===== config.mk =====
export PLATFORM = sky130hd
export DESIGN_NAME = pipe_scheduler
export DESIGN_NICKNAME = d
export VERILOG_FILES = /design/src/rtl/pipe_scheduler.sv
export SDC_FILE = /design/constraint.sdc
export NUM_CORES = 1
export LEC_CHECK = 0
export BUFFER_PORTS_ARGS = -buffer_cell sky130_fd_sc_hd__buf_2
export CAP_MARGIN = 25
export CORE_MARGIN = 5
export CORE_UTILIZATION = 30
export DETAILED_ROUTE_END_ITERATION = 12
export PLACE_DENSITY_LB_ADDON = 0.15
export SYNTH_ARGS = -nofsm -noshare
export SYNTH_HDL_FRONTEND = slang
export SYNTH_SLANG_ARGS = --single-unit

===== constraint.sdc =====
create_clock -name clk -period 9.8 [get_ports clk]
set_input_delay 1.47 -clock clk [delete_from_list [all_inputs] [get_ports clk]]
set_output_delay 1.47 -clock clk [all_outputs]
set_load 0.05 [all_outputs]

===== src/rtl/pipe_scheduler.sv =====
// Per-frame game-object scheduler: scrolls three pipes and a coin on shadow copies
// during a four-step sweep, then commits them and the BCD score in one cycle.
module pipe_scheduler #(
  parameter int unsigned SPEED   = 2,
  parameter int unsigned SPACING = 220,
  parameter int unsigned PIPE_W  = 50,
  parameter int unsigned GAP     = 100,
  parameter int unsigned HMIN    = 60,
  parameter int unsigned MARIO_X = 40,
  parameter logic [15:0] SEED    = 16'hACE1
) (
  input  logic        clk,
  input  logic        rst,
  input  logic        start,
  input  logic        frame_tick,
  input  logic        fail,
  input  logic        coin_hit,
  output logic [31:0] pipe_1,
  output logic [31:0] pipe_2,
  output logic [31:0] pipe_3,
  output logic [31:0] coin,
  output logic [15:0] score,
  output logic        running
);

  localparam logic [9:0] C_SPEED = 10'(SPEED);
  localparam logic [9:0] C_RESP  = 10'(3 * SPACING - SPEED);
  localparam logic [9:0] C_PW    = 10'(PIPE_W);
  localparam logic [9:0] C_MX    = 10'(MARIO_X);
  localparam logic [9:0] C_HMIN  = 10'(HMIN);
  localparam logic [9:0] C_CXOFF = 10'(PIPE_W / 2 - 8);
  localparam logic [9:0] C_CYOFF = 10'(GAP / 2 - 8);
  localparam logic [7:0] C_GAP   = 8'(GAP);
  localparam logic [9:0] C_XINIT [3] = '{10'(300), 10'(300 + SPACING), 10'(300 + 2 * SPACING)};
  localparam logic [9:0] C_HINIT [3] = '{10'd150, 10'd200, 10'd120};

  typedef enum logic [2:0] {
    ST_IDLE, ST_RUN, ST_P1, ST_P2, ST_P3, ST_COIN, ST_COMMIT, ST_FROZEN
  } state_t;

  state_t      r_state;
  logic [15:0] r_lfsr;
  logic [9:0]  r_x [3];
  logic [9:0]  r_h [3];
  logic [9:0]  r_sx [3];
  logic [9:0]  r_sh [3];
  logic [9:0]  r_cx, r_cy, r_scx, r_scy, r_rx, r_rh;
  logic        r_cv, r_scv, r_rfound, r_inc, r_coin_pend, r_running;
  logic [1:0]  r_pass;
  logic [15:0] r_score;

  logic [1:0]  w_idx;
  logic [9:0]  w_old_x, w_new_x, w_new_h;
  logic        w_resp, w_pass;
  logic [9:0]  w_cx, w_cy;
  logic        w_cv, w_inc;
  logic [2:0]  w_carry;
  logic [4:0]  w_dsum;
  logic [15:0] w_score_nx;

  always_comb begin
    case (r_state)
      ST_P2:   w_idx = 2'd1;
      ST_P3:   w_idx = 2'd2;
      default: w_idx = 2'd0;
    endcase
    w_old_x = r_sx[w_idx];
    w_resp  = w_old_x < C_SPEED;
    w_new_x = w_resp ? w_old_x + C_RESP : w_old_x - C_SPEED;
    w_new_h = C_HMIN + {2'b00, r_lfsr[7:0]};
    w_pass  = !w_resp && (w_old_x + C_PW > C_MX) && (w_new_x + C_PW <= C_MX);
  end

  // A hit arriving in the coin-step cycle itself still retires the coin this frame.
  always_comb begin
    w_cv  = r_scv;
    w_cx  = r_scx;
    w_cy  = r_scy;
    w_inc = 1'b0;
    if (r_coin_pend || coin_hit) begin
      w_cv  = 1'b0;
      w_inc = 1'b1;
    end else if (r_scv && r_scx < C_SPEED) begin
      w_cv = 1'b0;
    end else if (r_scv) begin
      w_cx = r_scx - C_SPEED;
    end
    if (!w_cv && r_rfound) begin
      w_cv = 1'b1;
      w_cx = r_rx + C_CXOFF;
      w_cy = r_rh + C_CYOFF;
    end
  end

  always_comb begin
    w_score_nx = r_score;
    w_carry    = {1'b0, r_pass} + {2'b00, r_inc};
    w_dsum     = '0;
    for (int unsigned d = 0; d < 4; d++) begin
      w_dsum = {1'b0, r_score[4*d +: 4]} + {2'b00, w_carry};
      if (w_dsum > 5'd9) begin
        w_score_nx[4*d +: 4] = 4'(w_dsum - 5'd10);
        w_carry = 3'd1;
      end else begin
        w_score_nx[4*d +: 4] = w_dsum[3:0];
        w_carry = 3'd0;
      end
    end
    if (w_carry != 3'd0) w_score_nx = 16'h9999;
  end

  always_ff @(posedge clk or posedge rst) begin
    if (rst) begin
      r_state     <= ST_IDLE;
      r_lfsr      <= SEED;
      r_x         <= C_XINIT;
      r_h         <= C_HINIT;
      r_sx        <= C_XINIT;
      r_sh        <= C_HINIT;
      r_cx        <= '0;
      r_cy        <= '0;
      r_cv        <= 1'b0;
      r_scx       <= '0;
      r_scy       <= '0;
      r_scv       <= 1'b0;
      r_rx        <= '0;
      r_rh        <= '0;
      r_rfound    <= 1'b0;
      r_inc       <= 1'b0;
      r_pass      <= '0;
      r_coin_pend <= 1'b0;
      r_score     <= '0;
      r_running   <= 1'b0;
    end else begin
      r_lfsr    <= {r_lfsr[14:0], r_lfsr[15] ^ r_lfsr[13] ^ r_lfsr[12] ^ r_lfsr[10]};
      r_running <= (r_state != ST_IDLE) && (r_state != ST_FROZEN);
      case (r_state)
        ST_IDLE: if (start) r_state <= ST_RUN;
        ST_RUN: begin
          if (coin_hit) r_coin_pend <= 1'b1;
          if (fail) begin
            r_state <= ST_FROZEN;
          end else if (frame_tick) begin
            r_sx     <= r_x;
            r_sh     <= r_h;
            r_scx    <= r_cx;
            r_scy    <= r_cy;
            r_scv    <= r_cv;
            r_pass   <= '0;
            r_inc    <= 1'b0;
            r_rfound <= 1'b0;
            r_state  <= ST_P1;
          end
        end
        ST_P1, ST_P2, ST_P3: begin
          if (coin_hit) r_coin_pend <= 1'b1;
          if (fail) begin
            r_state <= ST_FROZEN;
          end else begin
            r_sx[w_idx] <= w_new_x;
            if (w_resp) r_sh[w_idx] <= w_new_h;
            if (w_resp && !r_rfound) begin
              r_rfound <= 1'b1;
              r_rx     <= w_new_x;
              r_rh     <= w_new_h;
            end
            if (w_pass) r_pass <= r_pass + 2'd1;
            r_state <= (r_state == ST_P1) ? ST_P2 : (r_state == ST_P2) ? ST_P3 : ST_COIN;
          end
        end
        ST_COIN: begin
          if (coin_hit) r_coin_pend <= 1'b1;
          if (fail) begin
            r_state <= ST_FROZEN;
          end else begin
            r_scx   <= w_cx;
            r_scy   <= w_cy;
            r_scv   <= w_cv;
            r_inc   <= w_inc;
            r_state <= ST_COMMIT;
          end
        end
        ST_COMMIT: begin
          if (fail) begin
            if (coin_hit) r_coin_pend <= 1'b1;
            r_state <= ST_FROZEN;
          end else begin
            r_x         <= r_sx;
            r_h         <= r_sh;
            r_cx        <= r_scx;
            r_cy        <= r_scy;
            r_cv        <= r_scv;
            r_score     <= w_score_nx;
            r_coin_pend <= coin_hit;
            r_state     <= ST_RUN;
          end
        end
        ST_FROZEN: begin
          if (start && !fail) begin
            r_x         <= C_XINIT;
            r_h         <= C_HINIT;
            r_cx        <= '0;
            r_cy        <= '0;
            r_cv        <= 1'b0;
            r_score     <= '0;
            r_coin_pend <= 1'b0;
            r_state     <= ST_RUN;
          end
        end
        default: r_state <= ST_IDLE;
      endcase
    end
  end

  assign pipe_1  = {4'b0000, C_GAP, r_x[0], r_h[0]};
  assign pipe_2  = {4'b0000, C_GAP, r_x[1], r_h[1]};
  assign pipe_3  = {4'b0000, C_GAP, r_x[2], r_h[2]};
  assign coin    = {r_cv, 11'b0, r_cy, r_cx};
  assign score   = r_score;
  assign running = r_running;

endmodule


==> results.toml, run 1 <==
[status]
status = "complete, no violations"

[final_layout]
finish.utilization_pct = 35.0
layout_commonest_cell = "dfrtp_1"
area_growth_pct = 15.5
fillCellCount = 3920
final_cells = 1764
drive_gt1_share_pct = 21.1
final_nets = 1256
design_area_mm2 = 0.0131
n_antenna_cell = 0
final_cell_mix = "dfrtp_1, nand2_1, buf_2"

[routing]
drcViolationCount = 0
wl_um = 35000
via_per_inst = 4.97
antenna_left = 0
wl_per_cell_um = 19.9
drt_iter0_markers = 474
num_vias = 8772
dr.pass1.iters = 5

[timing]
min_period_over_period_pct = 65.4
slew_violations = 0
setup_violations = 0
fin_crit_ns = 6.40
worst_pin_slew_ns = 1.03
fmaxAchievable_ghz = 0.156
hold_violations = 0
maxSlewHeadroom_pct = 31.0
tns_ns = 0
fin_skew_ns = 0.0215
grt_setup_unrepaired = "no"

[worst_setup_path]
path_delay_family = "adder cells"
critical_path_buf_inv_count = 3
cp.arrival_ns = 6.83
crit_type = "register to register"
crit_path_max_incr_delay_ns = 0.67
endpoint_kind = "register"
slowest_stage = "a21oi_1"
r2r_start = "score[0]$_DFFE_PP0P_"
critPathRequiredTime_ns = 10.23
startpoint_type = "register"
startpoint = "score[0]$_DFFE_PP0P_"
crit_fanout = 9

[cts]
clock-sinks = 222
cts_resized = 0
ctsHoldBuffers = 0
htree_levels = 1
cts_buffer_depth = 3
clk_latency_ns = 0.55
cts_setup_buffers = 0
cts_root_buf = "clkbuf_16"
cts_buffers = 27
cts_tree = "done"
clk_pin_slew_worst_paths_ns = 0.06

[min_path]
hp-class = "register to register"
hold_path.startpoint = "r_lfsr[8]$_DFF_PP0_"

[power_and_ir_drop]
p_leak_nw = 5.87
max-vdd-ir-drop_uv = 163
p_per_area_mw_per_mm2 = 351
power_w = 0.00460

[job]
drv_cap = 0

[grt]
grt_pass1_vias = 8891
grt_max_degree = 82
grt.overflow.total = 0
grt_usage_pct = 16.6
grt_pass1_wl_um = 54600
antenna_found_initial = 1

[logic_synthesis]
netlist_area_mm2 = 0.0113
synth_area_leaders = "dfrtp_1, dfstp_2, a22o_1"
synth_top_area_cell = "dfrtp_1"
synthCells = 1148
avgSynthCellArea_um2 = 9.88
yosys.area.top_type_share_pct = 37.5
ys_warn_count = 0
synth-main-ff-cell = "dfrtp_1"
synth_edf_count = 0
synth_seq_area_share_pct = 49.5
synth_async_sr_flop_share_pct = 100
synth_seq_cells = 222
synth_cell_type_count = 84

[placement]
gp_congestion = 0.823
dp_cells = 1712
io_buffers = 103
dpl_cell_area_mm2 = 0.0122
dpl.hpwl_um = 23300

[die]
die_h_um = 204
core_mm2 = 0.0375
pin_count = 151
rows = 71
die_w_um = 204
start_util_pct = 30.3
dieArea_mm2 = 0.0418
==> final cells by class <==
type,count,area [µm²],area share [%]
Sequential cell,222,5620,42.9
Multi-Input combinational cell,825,5120,39.1
Clock buffer,43,816,6.22
Timing Repair Buffer,124,691,5.27
Tap cell,511,639,4.88
Inverter,32,128,0.974
Clock inverter,7,88.8,0.678
==> per-stage QoR <==
stage	hold WS (ns)	setup slack [ns]
6_report	0.349	3.40
5_1_grt	0.360	2.80
4_1_cts	0.350	3.31
3_5_place_dp	0.337	3.31
3_3_place_gp	0.335	3.47
2_1_floorplan	0.331	2.34
==> worst reg2reg max path, cell delays in order, from the launching register on <==
cell,delay [ns]
dfrtp_1,0.41
fa_1,0.46
fa_1,0.55
nor2_1,0.18
a21oi_1,0.06
o22ai_1,0.27
inv_1,0.10
ha_1,0.21
ha_1,0.34
inv_1,0.11
a21oi_1,0.14
o22ai_1,0.09
a21oi_1,0.28
ha_1,0.24
ha_1,0.20
inv_1,0.11
a21oi_1,0.16
o22ai_1,0.09
a21oi_1,0.29
ha_1,0.23
ha_1,0.22
nand2_1,0.09
nand3_1,0.10
o31ai_1,0.07
a21oi_1,0.67
nor2_1,0.33
a32o_1,0.31
==> path summary, 6_finish.rpt <==
kind / endpoint / cells after the start / slack [ns]
worst max-delay path: score[2]$_DFFE_PP0P_ / 26 / 3.40
min in group asynchronous: r_sh[11]$_DFFE_PP0P_ / 2 / 0.96
worst max register to register: score[2]$_DFFE_PP0P_ / 26 / 3.40
max in group asynchronous: r_cy[0]$_DFFE_PP0P_ / 3 / 7.39
worst min register to register: r_lfsr[9]$_DFF_PP0_ / 0 / 0.35
worst min-delay path: r_lfsr[9]$_DFF_PP0_ / 0 / 0.35
==> registers in the layout, indices dropped and copies added (netlist names) <==
register and cells:
r_state 3, r_scx 10, r_lfsr 16, r_cx 10, r_rx 10, r_coin_pend 1, r_sx 30, r_scv 1
r_cy 10, r_rfound 1, r_pass 2, r_rh 9, r_inc 1, pipe_1 20, pipe_3 20, score 16
r_scy 10, running 1, r_sh 30, r_cv 1, pipe_2 20
==> report_power, final <==
part / total [W] / internal (W) / switching [W]
clock: 0.00102 / 0.000620 / 0.000397
combinational: 0.00208 / 0.000618 / 0.00146
sequential: 0.00151 / 0.00125 / 0.000255
total: 0.00460 / 0.00249 / 0.00211
==> cell families after synthesis <==
group	after synthesis	synth area share, %
mux	24	2.29
compound gates	357	21.8
buf+inv	146	7.03
simple gates	335	13.8
fa+ha+maj	18	2.12
other cells	2	0.0662
flops	222	49.5
xor+xnor	44	3.40
==> synthesized netlist by cell type, drive strengths merged, types with 4 or more instances <==
cell    count
dfrtp     170
a22oi      22
or3         5
inv        30
and3        5
and2       11
nand2b      6
buf        73
nand3      21
nor2      102
o211ai      6
mux2i      11
or4         4
nand2     128
nor2b       8
mux2       13
a21oi      94
xnor2      28
o22ai       7
o21ai      76
a32oi       4
xor2       16
nor3       21
a22o       60
o31ai       5
nor3b      10
dfstp      52
a31oi      10
a211oi     13
o22a       21
nor4        4
ha         16
clkbuf     41
a221oi      5
o311ai      6
o21a        5
==> layer usage <==
| metal | part of all wire, % | GRT usage, % | vias up |
|---|---|---|---|
| met3 | 4.0 | 2.94 | 58 |
| met4 | 2.2 | 3.59 | 0 |
| met2 | 47 | 26.8 | 168 |
| li1 | - | - | 4185 |
| met5 | 0 | 0 | - |
| met1 | 47 | 23.4 | 4361 |
No activity file was read; power rests on OpenSTA's default activity.
==> run 2: changes to the inputs <==
==> constraint.sdc (replaced) <==
create_clock -name clk -period 6 [get_ports clk]
set_input_delay 0.9 -clock clk [delete_from_list [all_inputs] [get_ports clk]]
set_output_delay 0.9 -clock clk [all_outputs]
set_load 0.05 [all_outputs]
==> run 2 against run 1 <==
Compared with the run above:
- worst hold slack got worse by 0.071 ns
- routed wire length rose by 0.79%
- total power rose by 63%
- critical path depth rose by 2
- core utilization rose by 0.12 points
- combinational power rose by 63%
- sequential cell count did not move
==> results.toml, run 2 (synthesized netlist as in run 1, its figures left out) <==
[status]
status = "complete, no violations"

[routing]
drcViolationCount = 0
via_per_inst = 4.98
wl_per_cell_um = 20.0
wl_um = 35300
dr.pass1.iters = 5
num_vias = 8798
drt_iter0_markers = 499
antenna_left = 0

[cts]
htree_levels = 1
cts_buffer_depth = 3
clock-sinks = 222
cts_tree = "done"
cts_buffers = 27
clk_pin_slew_worst_paths_ns = 0.06
cts_root_buf = "clkbuf_16"
ctsHoldBuffers = 0
clk_latency_ns = 0.55

[job]
drv_cap = 0

[die]
start_util_pct = 30.3
core_mm2 = 0.0375
die_w_um = 204
dieArea_mm2 = 0.0418
rows = 71
pin_count = 151
die_h_um = 204

[timing]
hold_violations = 0
fin_skew_ns = 0.0279
maxSlewHeadroom_pct = 34.3
hold_ws_ns = 0.278
slew_violations = 0
grt_setup_unrepaired = "no"
tns_ns = 0
fin_crit_ns = 5.52
fmaxAchievable_ghz = 0.181
worst_pin_slew_ns = 0.979
setup_violations = 0
min_period_over_period_pct = 92.0

[worst_setup_path]
critPathRequiredTime_ns = 6.40
slowest_stage = "fa_2"
startpoint_type = "register"
crit_type = "register to register"
cp.arrival_ns = 5.92
worst_path_most_repeated_cell = "ha_1"
crit_fanout = 8
crit_path_max_incr_delay_ns = 0.61
endpoint_kind = "register"

[final_layout]
design_area_mm2 = 0.0132
final_nets = 1260
layout_commonest_cell = "dfrtp_1"
largestRegisters = "r_sh (30), r_sx (30)"
area_growth_pct = 15.9
drive_gt1_share_pct = 21.8
final_cell_mix = "dfrtp_1, nand2_1, buf_2"

[placement]
io_buffers = 103
gp_congestion = 0.808
dpl_cell_area_mm2 = 0.0122
dpl.hpwl_um = 23700

[grt]
grt_pass1_wl_um = 54900
grt.overflow.total = 0
grt_pass1_vias = 8687
grt_max_degree = 117
grt_usage_pct = 16.6
antenna_found_initial = 1

[power_and_ir_drop]
max-vdd-ir-drop_uv = 285
p_per_area_mw_per_mm2 = 572
p_leak_nw = 5.90

[min_path]
hp-class = "input port to asynchronous set/reset pin"
run 2: per-layer routing:
| metal | GRT usage, % | share of wire (%) | vias up |
|---|---|---|---|
| met5 | 0 | 0 | - |
| met4 | 3.90 | 2.1 | 0 |
| met3 | 2.09 | 3.7 | 36 |
| met2 | 25.8 | 46 | 185 |
| met1 | 24.7 | 49 | 4388 |
| li1 | - | - | 4189 |
run 2: worst paths after layout:
kind / startpoint / to / slack (ns) / cells after the start
max: score[0]$_DFFE_PP0P_ / score[14]$_DFFE_PP0P_ / 0.48 / 28
max reg2reg: score[0]$_DFFE_PP0P_ / score[14]$_DFFE_PP0P_ / 0.48 / 28
min: rst / score[9]$_DFFE_PP0P_ / 0.28 / 2
min in group clk: r_lfsr[8]$_DFF_PP0_ / r_lfsr[9]$_DFF_PP0_ / 0.35 / 0
min reg2reg: r_lfsr[8]$_DFF_PP0_ / r_lfsr[9]$_DFF_PP0_ / 0.35 / 0
max in group asynchronous: rst / r_state[2]$_DFFE_PP0P_ / 4.58 / 3
run 2: what timing repair did:
| action | 4_1_cts | 5_1_grt |
|---|---|---|
| setup buffers | 0 | 2 |
| setup endpoints to repair | 0 | 15 |
| resized for setup | 0 | 5 |
run 2: cell type report:
cell class                      instances  area, µm²
Antenna cell                            1       2.50
Clock buffer                           38        777
Clock inverter                          9       98.8
Fill cell                            3865      24300
Inverter                               32        124
Multi-Input combinational cell        825       5140
Sequential cell                       222       5620
Tap cell                              511        639
Timing Repair Buffer                  128        748
run 2: where the power goes:
part	switching (W)	leakage (nW)	total [W]	internal [W]
clock network	0.000659	0.438	0.00164	0.000980
registers	0.000437	2.78	0.00248	0.00205
logic	0.00236	2.68	0.00339	0.00103
run 2: stage by stage:
step                      total power, W  std cells  util [%]  setup slack (ns)
after floorplan                  0.00497       1193         -             0.197
after global placement           0.00588       1714      32.6             0.188
after detailed placement         0.00591       1716      32.6            0.0438
after CTS                        0.00759       1763      35.0           0.00999
after global routing             0.00798       1766      35.1            0.0468
final                            0.00752       1766      35.1             0.482
run 2: critical path: cells and delay by family, from the launching register on:
family,cells,cell delay [ns]
DFF,1,0.41
AOI/OAI and AO/OA,12,1.57
and+or+nand+nor,3,0.30
adders and majority gates,8,2.46
buffers and inverters,5,0.65
